$ cat config.mk
export PLATFORM = sky130hd
export DESIGN_NAME = bexkat2_intcalc_flat
export DESIGN_NICKNAME = d
export VERILOG_FILES = /design/src/rtl/bexkat2_intcalc_if.sv /design/src/rtl/bexkat2_intcalc.sv /design/src/flat_wrapper.sv
export SDC_FILE = /design/constraint.sdc
export NUM_CORES = 1
export LEC_CHECK = 0
export ABC_AREA = 1
export CORE_MARGIN = 2
export CORE_UTILIZATION = 46
export DETAILED_ROUTE_END_ITERATION = 8
export PLACE_DENSITY_LB_ADDON = 0.2
export SYNTH_ARGS = -nofsm -noshare
export SYNTH_HDL_FRONTEND = slang
export SYNTH_SLANG_ARGS = --single-unit
$ cat constraint.sdc
create_clock -name clk_i -period 5.98 [get_ports clk_i]
set_input_delay 1.196 -clock clk_i [delete_from_list [all_inputs] [get_ports clk_i]]
set_output_delay 1.196 -clock clk_i [all_outputs]
set_load 0.01 [all_outputs]
$ cat src/rtl/bexkat2_intcalc_if.sv
// Request/response bundle between the bexkat2 control sequencer and the integer unit.
interface bexkat2_intcalc_if #(
    parameter int WIDTH = 32
);
    logic             start;
    logic [3:0]       func;
    logic [WIDTH-1:0] a;
    logic [WIDTH-1:0] b;
    logic             busy;
    logic             done;
    logic [WIDTH-1:0] result;
    logic             dbz;

    modport master (output start, func, a, b, input busy, done, result, dbz);
    modport slave  (input start, func, a, b, output busy, done, result, dbz);
endinterface

$ cat src/rtl/bexkat2_intcalc.sv
// bexkat2 iterative integer unit: shift-add multiply, restoring divide, single-cycle unary ops.
// Optional BEXKAT2_INT_EARLYOUT_EN: multiply finishes once the remaining multiplier bits are zero.
module bexkat2_intcalc #(
    parameter int WIDTH = 32,
    parameter int CNTW  = 6
) (
    input  logic               clk_i,
    input  logic               rst_ni,
    bexkat2_intcalc_if.slave   bus
);

    typedef enum logic [1:0] {IDLE, RUN, FIX, DONE} state_t;

    typedef enum logic [3:0] {
        F_MUL = 4'd0, F_DIV = 4'd1, F_MOD = 4'd2, F_MULU = 4'd3,
        F_DIVU = 4'd4, F_MODU = 4'd5, F_MULX = 4'd6, F_MULUX = 4'd7,
        F_EXT = 4'd8, F_EXTB = 4'd9, F_COM = 4'd10, F_NEG = 4'd11
    } func_t;

    function automatic logic f_is_mul(input logic [3:0] f);
        return f == F_MUL || f == F_MULU || f == F_MULX || f == F_MULUX;
    endfunction

    function automatic logic f_is_div(input logic [3:0] f);
        return f == F_DIV || f == F_MOD || f == F_DIVU || f == F_MODU;
    endfunction

    function automatic logic f_is_signed(input logic [3:0] f);
        return f == F_MUL || f == F_DIV || f == F_MOD || f == F_MULX;
    endfunction

    state_t               state;
    logic [CNTW-1:0]      cnt;
    logic [3:0]           op;
    logic [2*WIDTH-1:0]   acc;
    logic [2*WIDTH-1:0]   mcand;
    logic [WIDTH-1:0]     mplier;
    logic                 neg_res;
    logic                 neg_rem;
    logic [WIDTH-1:0]     stage_res;
    logic                 stage_dbz;

    logic                 in_signed;
    logic                 a_neg, b_neg;
    logic [WIDTH-1:0]     a_abs, b_abs;
    logic [WIDTH-1:0]     unary_res;
    logic [2*WIDTH-1:0]   mul_acc_next;
    logic [WIDTH:0]       div_shift;
    logic [WIDTH:0]       div_trial;
    logic [2*WIDTH-1:0]   div_acc_next;
    logic [2*WIDTH-1:0]   prod_fix;
    logic [WIDTH-1:0]     quo_fix, rem_fix;
    logic [WIDTH-1:0]     fix_res;

    always_comb begin
        in_signed = f_is_signed(bus.func);
        a_neg     = in_signed & bus.a[WIDTH-1];
        b_neg     = in_signed & bus.b[WIDTH-1];
        a_abs     = a_neg ? ('0 - bus.a) : bus.a;
        b_abs     = b_neg ? ('0 - bus.b) : bus.b;

        unary_res = '0;
        case (bus.func)
            F_EXT:   unary_res = {{(WIDTH-16){bus.a[15]}}, bus.a[15:0]};
            F_EXTB:  unary_res = {{(WIDTH-8){bus.a[7]}}, bus.a[7:0]};
            F_COM:   unary_res = ~bus.a;
            F_NEG:   unary_res = '0 - bus.a;
            default: unary_res = '0;
        endcase
    end

    // acc holds the product for multiply, and {remainder, dividend/quotient} for divide;
    // the divisor reuses the multiplier register.
    always_comb begin
        mul_acc_next = mplier[0] ? (acc + mcand) : acc;
        div_shift    = {acc[2*WIDTH-1:WIDTH], acc[WIDTH-1]};
        div_trial    = div_shift - {1'b0, mplier};
        if (div_trial[WIDTH])
            div_acc_next = {div_shift[WIDTH-1:0], acc[WIDTH-2:0], 1'b0};
        else
            div_acc_next = {div_trial[WIDTH-1:0], acc[WIDTH-2:0], 1'b1};

        prod_fix = neg_res ? ('0 - acc) : acc;
        quo_fix  = neg_res ? ('0 - acc[WIDTH-1:0]) : acc[WIDTH-1:0];
        rem_fix  = neg_rem ? ('0 - acc[2*WIDTH-1:WIDTH]) : acc[2*WIDTH-1:WIDTH];

        fix_res = '0;
        case (op)
            F_MUL, F_MULU:   fix_res = prod_fix[WIDTH-1:0];
            F_MULX, F_MULUX: fix_res = prod_fix[2*WIDTH-1:WIDTH];
            F_DIV, F_DIVU:   fix_res = quo_fix;
            F_MOD, F_MODU:   fix_res = rem_fix;
            default:         fix_res = '0;
        endcase
    end

    always_ff @(posedge clk_i or negedge rst_ni) begin
        if (!rst_ni) begin
            state      <= IDLE;
            cnt        <= '0;
            op         <= '0;
            acc        <= '0;
            mcand      <= '0;
            mplier     <= '0;
            neg_res    <= 1'b0;
            neg_rem    <= 1'b0;
            stage_res  <= '0;
            stage_dbz  <= 1'b0;
            bus.busy   <= 1'b0;
            bus.done   <= 1'b0;
            bus.result <= '0;
            bus.dbz    <= 1'b0;
        end else begin
            bus.done <= 1'b0;
            case (state)
                IDLE: begin
                    if (bus.start) begin
                        bus.busy <= 1'b1;
                        op       <= bus.func;
                        if (f_is_div(bus.func) && bus.b == '0) begin
                            stage_res <= (bus.func == F_DIV || bus.func == F_DIVU) ? '1 : bus.a;
                            stage_dbz <= 1'b1;
                            state     <= DONE;
                        end else if (f_is_mul(bus.func) || f_is_div(bus.func)) begin
                            neg_res <= a_neg ^ b_neg;
                            neg_rem <= a_neg;
                            mplier  <= b_abs;
                            cnt     <= CNTW'(WIDTH);
                            if (f_is_mul(bus.func)) begin
                                acc   <= '0;
                                mcand <= {{WIDTH{1'b0}}, a_abs};
                            end else begin
                                acc   <= {{WIDTH{1'b0}}, a_abs};
                                mcand <= '0;
                            end
`ifdef BEXKAT2_INT_EARLYOUT_EN
                            if (f_is_mul(bus.func) && b_abs == '0)
                                state <= FIX;
                            else
                                state <= RUN;
`else
                            state <= RUN;
`endif
                        end else begin
                            stage_res <= unary_res;
                            stage_dbz <= 1'b0;
                            state     <= DONE;
                        end
                    end
                end
                RUN: begin
                    cnt <= cnt - CNTW'(1);
                    if (f_is_mul(op)) begin
                        acc    <= mul_acc_next;
                        mcand  <= mcand << 1;
                        mplier <= mplier >> 1;
                    end else begin
                        acc <= div_acc_next;
                    end
`ifdef BEXKAT2_INT_EARLYOUT_EN
                    if (cnt == CNTW'(1) || (f_is_mul(op) && (mplier >> 1) == '0))
                        state <= FIX;
`else
                    if (cnt == CNTW'(1))
                        state <= FIX;
`endif
                end
                FIX: begin
                    stage_res <= fix_res;
                    stage_dbz <= 1'b0;
                    state     <= DONE;
                end
                DONE: begin
                    bus.done   <= 1'b1;
                    bus.busy   <= 1'b0;
                    bus.result <= stage_res;
                    bus.dbz    <= stage_dbz;
                    state      <= IDLE;
                end
                default: state <= IDLE;
            endcase
        end
    end

endmodule

$ cat src/flat_wrapper.sv
// flat-port wrapper written by rule: the top's interface ports become plain ports
module bexkat2_intcalc_flat 
#(
    parameter int WIDTH = 32,
    parameter int CNTW  = 6
)
  (clk_i, rst_ni, bus_start, bus_func, bus_a, bus_b, bus_busy, bus_done, bus_result, bus_dbz);
  bexkat2_intcalc_if #(.WIDTH(WIDTH)) bus_i ();
  input  logic clk_i;
  input  logic rst_ni;
  input wire logic [$bits(bus_i.start)-1:0] bus_start;
  input wire logic [$bits(bus_i.func)-1:0] bus_func;
  input wire logic [$bits(bus_i.a)-1:0] bus_a;
  input wire logic [$bits(bus_i.b)-1:0] bus_b;
  output wire logic [$bits(bus_i.busy)-1:0] bus_busy;
  output wire logic [$bits(bus_i.done)-1:0] bus_done;
  output wire logic [$bits(bus_i.result)-1:0] bus_result;
  output wire logic [$bits(bus_i.dbz)-1:0] bus_dbz;
  assign bus_i.start = bus_start;
  assign bus_i.func = bus_func;
  assign bus_i.a = bus_a;
  assign bus_i.b = bus_b;
  assign bus_busy = bus_i.busy;
  assign bus_done = bus_i.done;
  assign bus_result = bus_i.result;
  assign bus_dbz = bus_i.dbz;
  bexkat2_intcalc #(.WIDTH(WIDTH), .CNTW(CNTW)) u_core (.clk_i(clk_i), .rst_ni(rst_ni), .bus(bus_i));
endmodule
==> impl_metrics.toml <==
[cts]
cts_sinks = 242
post_cts_buffers = 0
cts_root_buf = "clkbuf_16"
numCtsBuffers = 29
cts_tree = "built"
hold_buffers = 0
clk_pin_slew_ns = 0.06
cts_resized = 0
worstSkewPairLatency_ns = 0.59
cts_max_level = 1
clk_path_buf_depth = 3

[yosys]
synth_commonest_cells = "nand2_1 (1685), inv_1 (697), nor2_1 (459)"
synth_area_sq_um = 25800
synth_area_leader_cell = "nand2_1"
postSynthAreaPerCell_sq_um = 5.63
async_reset_ff_share_pct = 100
synth.most_common_cell = "nand2_1"
ys_warn_count = 0
synth-edff-count = 0
syn-num-nets = 4764
ys_ff_latch = 242
yosysSeqAreaShare_pct = 23.5
yosysUniqueCellTypes = 53
ys.flop_type = "dfrtp_1"
synthCells = 4586
synth_top_area_share_pct = 24.5
netlist_top_cells_area = "nand2_1 (25%), dfrtp_1 (23%), inv_1 (10%)"

[finish]
area_growth_pct = 9.78
nFillCells = 6103
finalNetCount = 4795
drive_gt1_share_pct = 2.54

[timing]
min_period_ns = 3.84
worst_pin_slew_ns = 1.30
max_freq_ghz = 0.261
slew_headroom_pct = 13.3
slew_viol_final = 0
fin_skew_ns = 0.0237
min_period_over_period_pct = 64.2
tns_ns = 0
rsz0062_at_grt = "false"
final-setup-viol-count = 0
hold_violations = 0

[critical_path]
required_ns = 6.42
rr_endpoint = "u_core.acc[33]"
arrival_ns = 4.28
worst_r2r_path_depth = 17
cp-end-kind = "flip-flop"
worst-setup-path-type = "in -> reg"
critPathMaxFanout = 39
startpoint = "bus_func[3]"
r2r_start = "u_core.acc[32]"
cp-start-kind = "input pin"
r2r_slack_ns = 2.16

[route]
avgViaCountPerCell = 5.60
drtIter0Drc = 3586
dr.pass1.iters = 8
drc = 0
ant_nets = 0
dr_total_vias = 30200
routed_wl_microns = 110000
wire_per_inst_microns = 20.4

[floorplanning]
core-area_sq_um = 55300
start_util_pct = 46.7
dieArea_sq_um = 58000
die_y_microns = 241
pin_count = 106
die_x_microns = 241
rows = 86

[power_and_ir_drop]
p_sw_mw = 9.75
seq_power_share_pct = 20.1
internal_power_mw = 6.70
p_per_area_nw_per_um2 = 581
p_clk_share_pct = 10.8
total_power_mw = 16.5
p_sw_share_pct = 59.3
p_comb_share_pct = 69.1
peakVddDrop_mv = 0.395
p_leak_nw = 15.2

[global_route]
grt_usage_pct = 37.4
antenna_found_initial = 3
grt_pass1_wl_microns = 165000
first_global_vias = 27300
grt_overflow = 0
grt_max_degree = 117

[worst_hold_path]
min_path_type = "reg -> reg"
min-delay-start = "u_core.bus.result[4]"
hold_depth = 2
min_to = "u_core.bus.result[4]"

[place]
place.detailed.hpwl_microns = 86900
port_buffers = 105
gp_congestion = 1.09

[job]
max-cap-violations = 0

[outcome]
outcome = "finished clean"
-- cells in the final DEF (no fill, tap or decap), drive strengths merged, types with 10 or more instances in the layout --
cell type,Yosys,layout
inv,709,711
o21bai,10,10
xnor2,22,22
nand3b,13,13
o22ai,15,15
xor2,43,43
nor2,469,469
a21oi,234,234
clkdlybuf4s50,0,104
a22o,32,32
o211ai,30,30
clkbuf,68,38
ha,105,105
a22oi,17,17
nand4,45,45
nand3,446,446
nor3,31,31
clkinv,6,14
dfrtp,242,242
o21ai,250,250
buf,64,28
nand2,1690,1690
-- power by group through the flow --
stage / Clock (mW) / Combinational (mW) / Sequential, mW
floorplan: 0 / 7.72 / 2.82
global placement: 0 / 10.9 / 3.26
detailed placement: 0 / 11.0 / 3.25
CTS: 1.80 / 11.0 / 3.24
global route: 1.86 / 12.5 / 3.32
finish: 1.78 / 11.4 / 3.30
-- flip-flops by register name, indices dropped and copies added, names as in the netlist, 2 cells and up --
| signal | cells |
|---|---|
| u_core.bus.result | 32 |
| u_core.mcand | 64 |
| u_core.stage_res | 32 |
| u_core.mplier | 32 |
| u_core.state | 2 |
| u_core.cnt | 6 |
| u_core.acc | 64 |
| u_core.op | 4 |
-- metal layers --
| metal | part of all wire, % | track usage (%) |
|---|---|---|
| met3 | 11 | 7.99 |
| met5 | 0.011 | 0 |
| met2 | 42 | 57.1 |
| met4 | 5.7 | 17.3 |
| met1 | 42 | 50.5 |
-- area by class of cell --
cell class	count	area (sq um)	area share (%)
Multi-Input combinational cell	3497	16400	58.0
Sequential cell	242	6060	21.4
Inverter	715	2680	9.47
Timing Repair Buffer	132	1270	4.49
Tap cell	748	936	3.30
Clock buffer	38	790	2.79
Clock inverter	15	144	0.508
Antenna cell	2	5.00	0.0177
-- worst max path at each step --
stage / endpoint / slack (ns)
after detailed placement: u_core.acc[4] / 1.67
after global placement: u_core.stage_res[7] / 1.69
after CTS: u_core.acc[33] / 2.25
after global routing: u_core.acc[3] / 1.92
final: u_core.acc[4] / 2.14
after floorplan: u_core.stage_res[0] / 3.25
-- critical path, stage by stage --
cell and delay [ns]:
clkdlybuf4s50_1 0.58, inv_2 0.07, nand2_1 0.10, inv_1 0.06
nand2_1 0.07, nand2_1 0.05, nand2_1 0.15, inv_2 0.06
nand2_2 0.42, inv_2 0.44, o21ai_0 0.73, nor2_1 0.07
o21ai_0 0.17, o21ai_0 0.10
-- per-stage QoR --
| stage | area (sq um) | hold slack (ns) | setup slack [ns] | utilization, % | cells |
|---|---|---|---|---|---|
| floorplan | 25800 | 0.449 | 3.25 | - | 4586 |
| global placement | 27400 | 0.453 | 1.69 | 49.5 | 5334 |
| detailed placement | 27400 | 0.457 | 1.67 | 49.5 | 5334 |
| CTS | 28300 | 0.472 | 2.25 | 51.2 | 5387 |
| global route | 28300 | 0.491 | 1.92 | 51.2 | 5388 |
| finish | 28300 | 0.466 | 2.14 | 51.2 | 5389 |
-- kinds of logic (layout without fill, tap and decap cells) --
kind of cell,count (synthesis),after routing,synth area share [%]
xor+xnor,65,65,2.21
simple gates,2709,2709,42.7
compound gates,616,616,13.5
buf+inv,847,900,12.9
fa+ha+maj,107,107,5.25
other cells,0,2,0
flops,242,242,23.5
(Power assumes the default switching activity.)
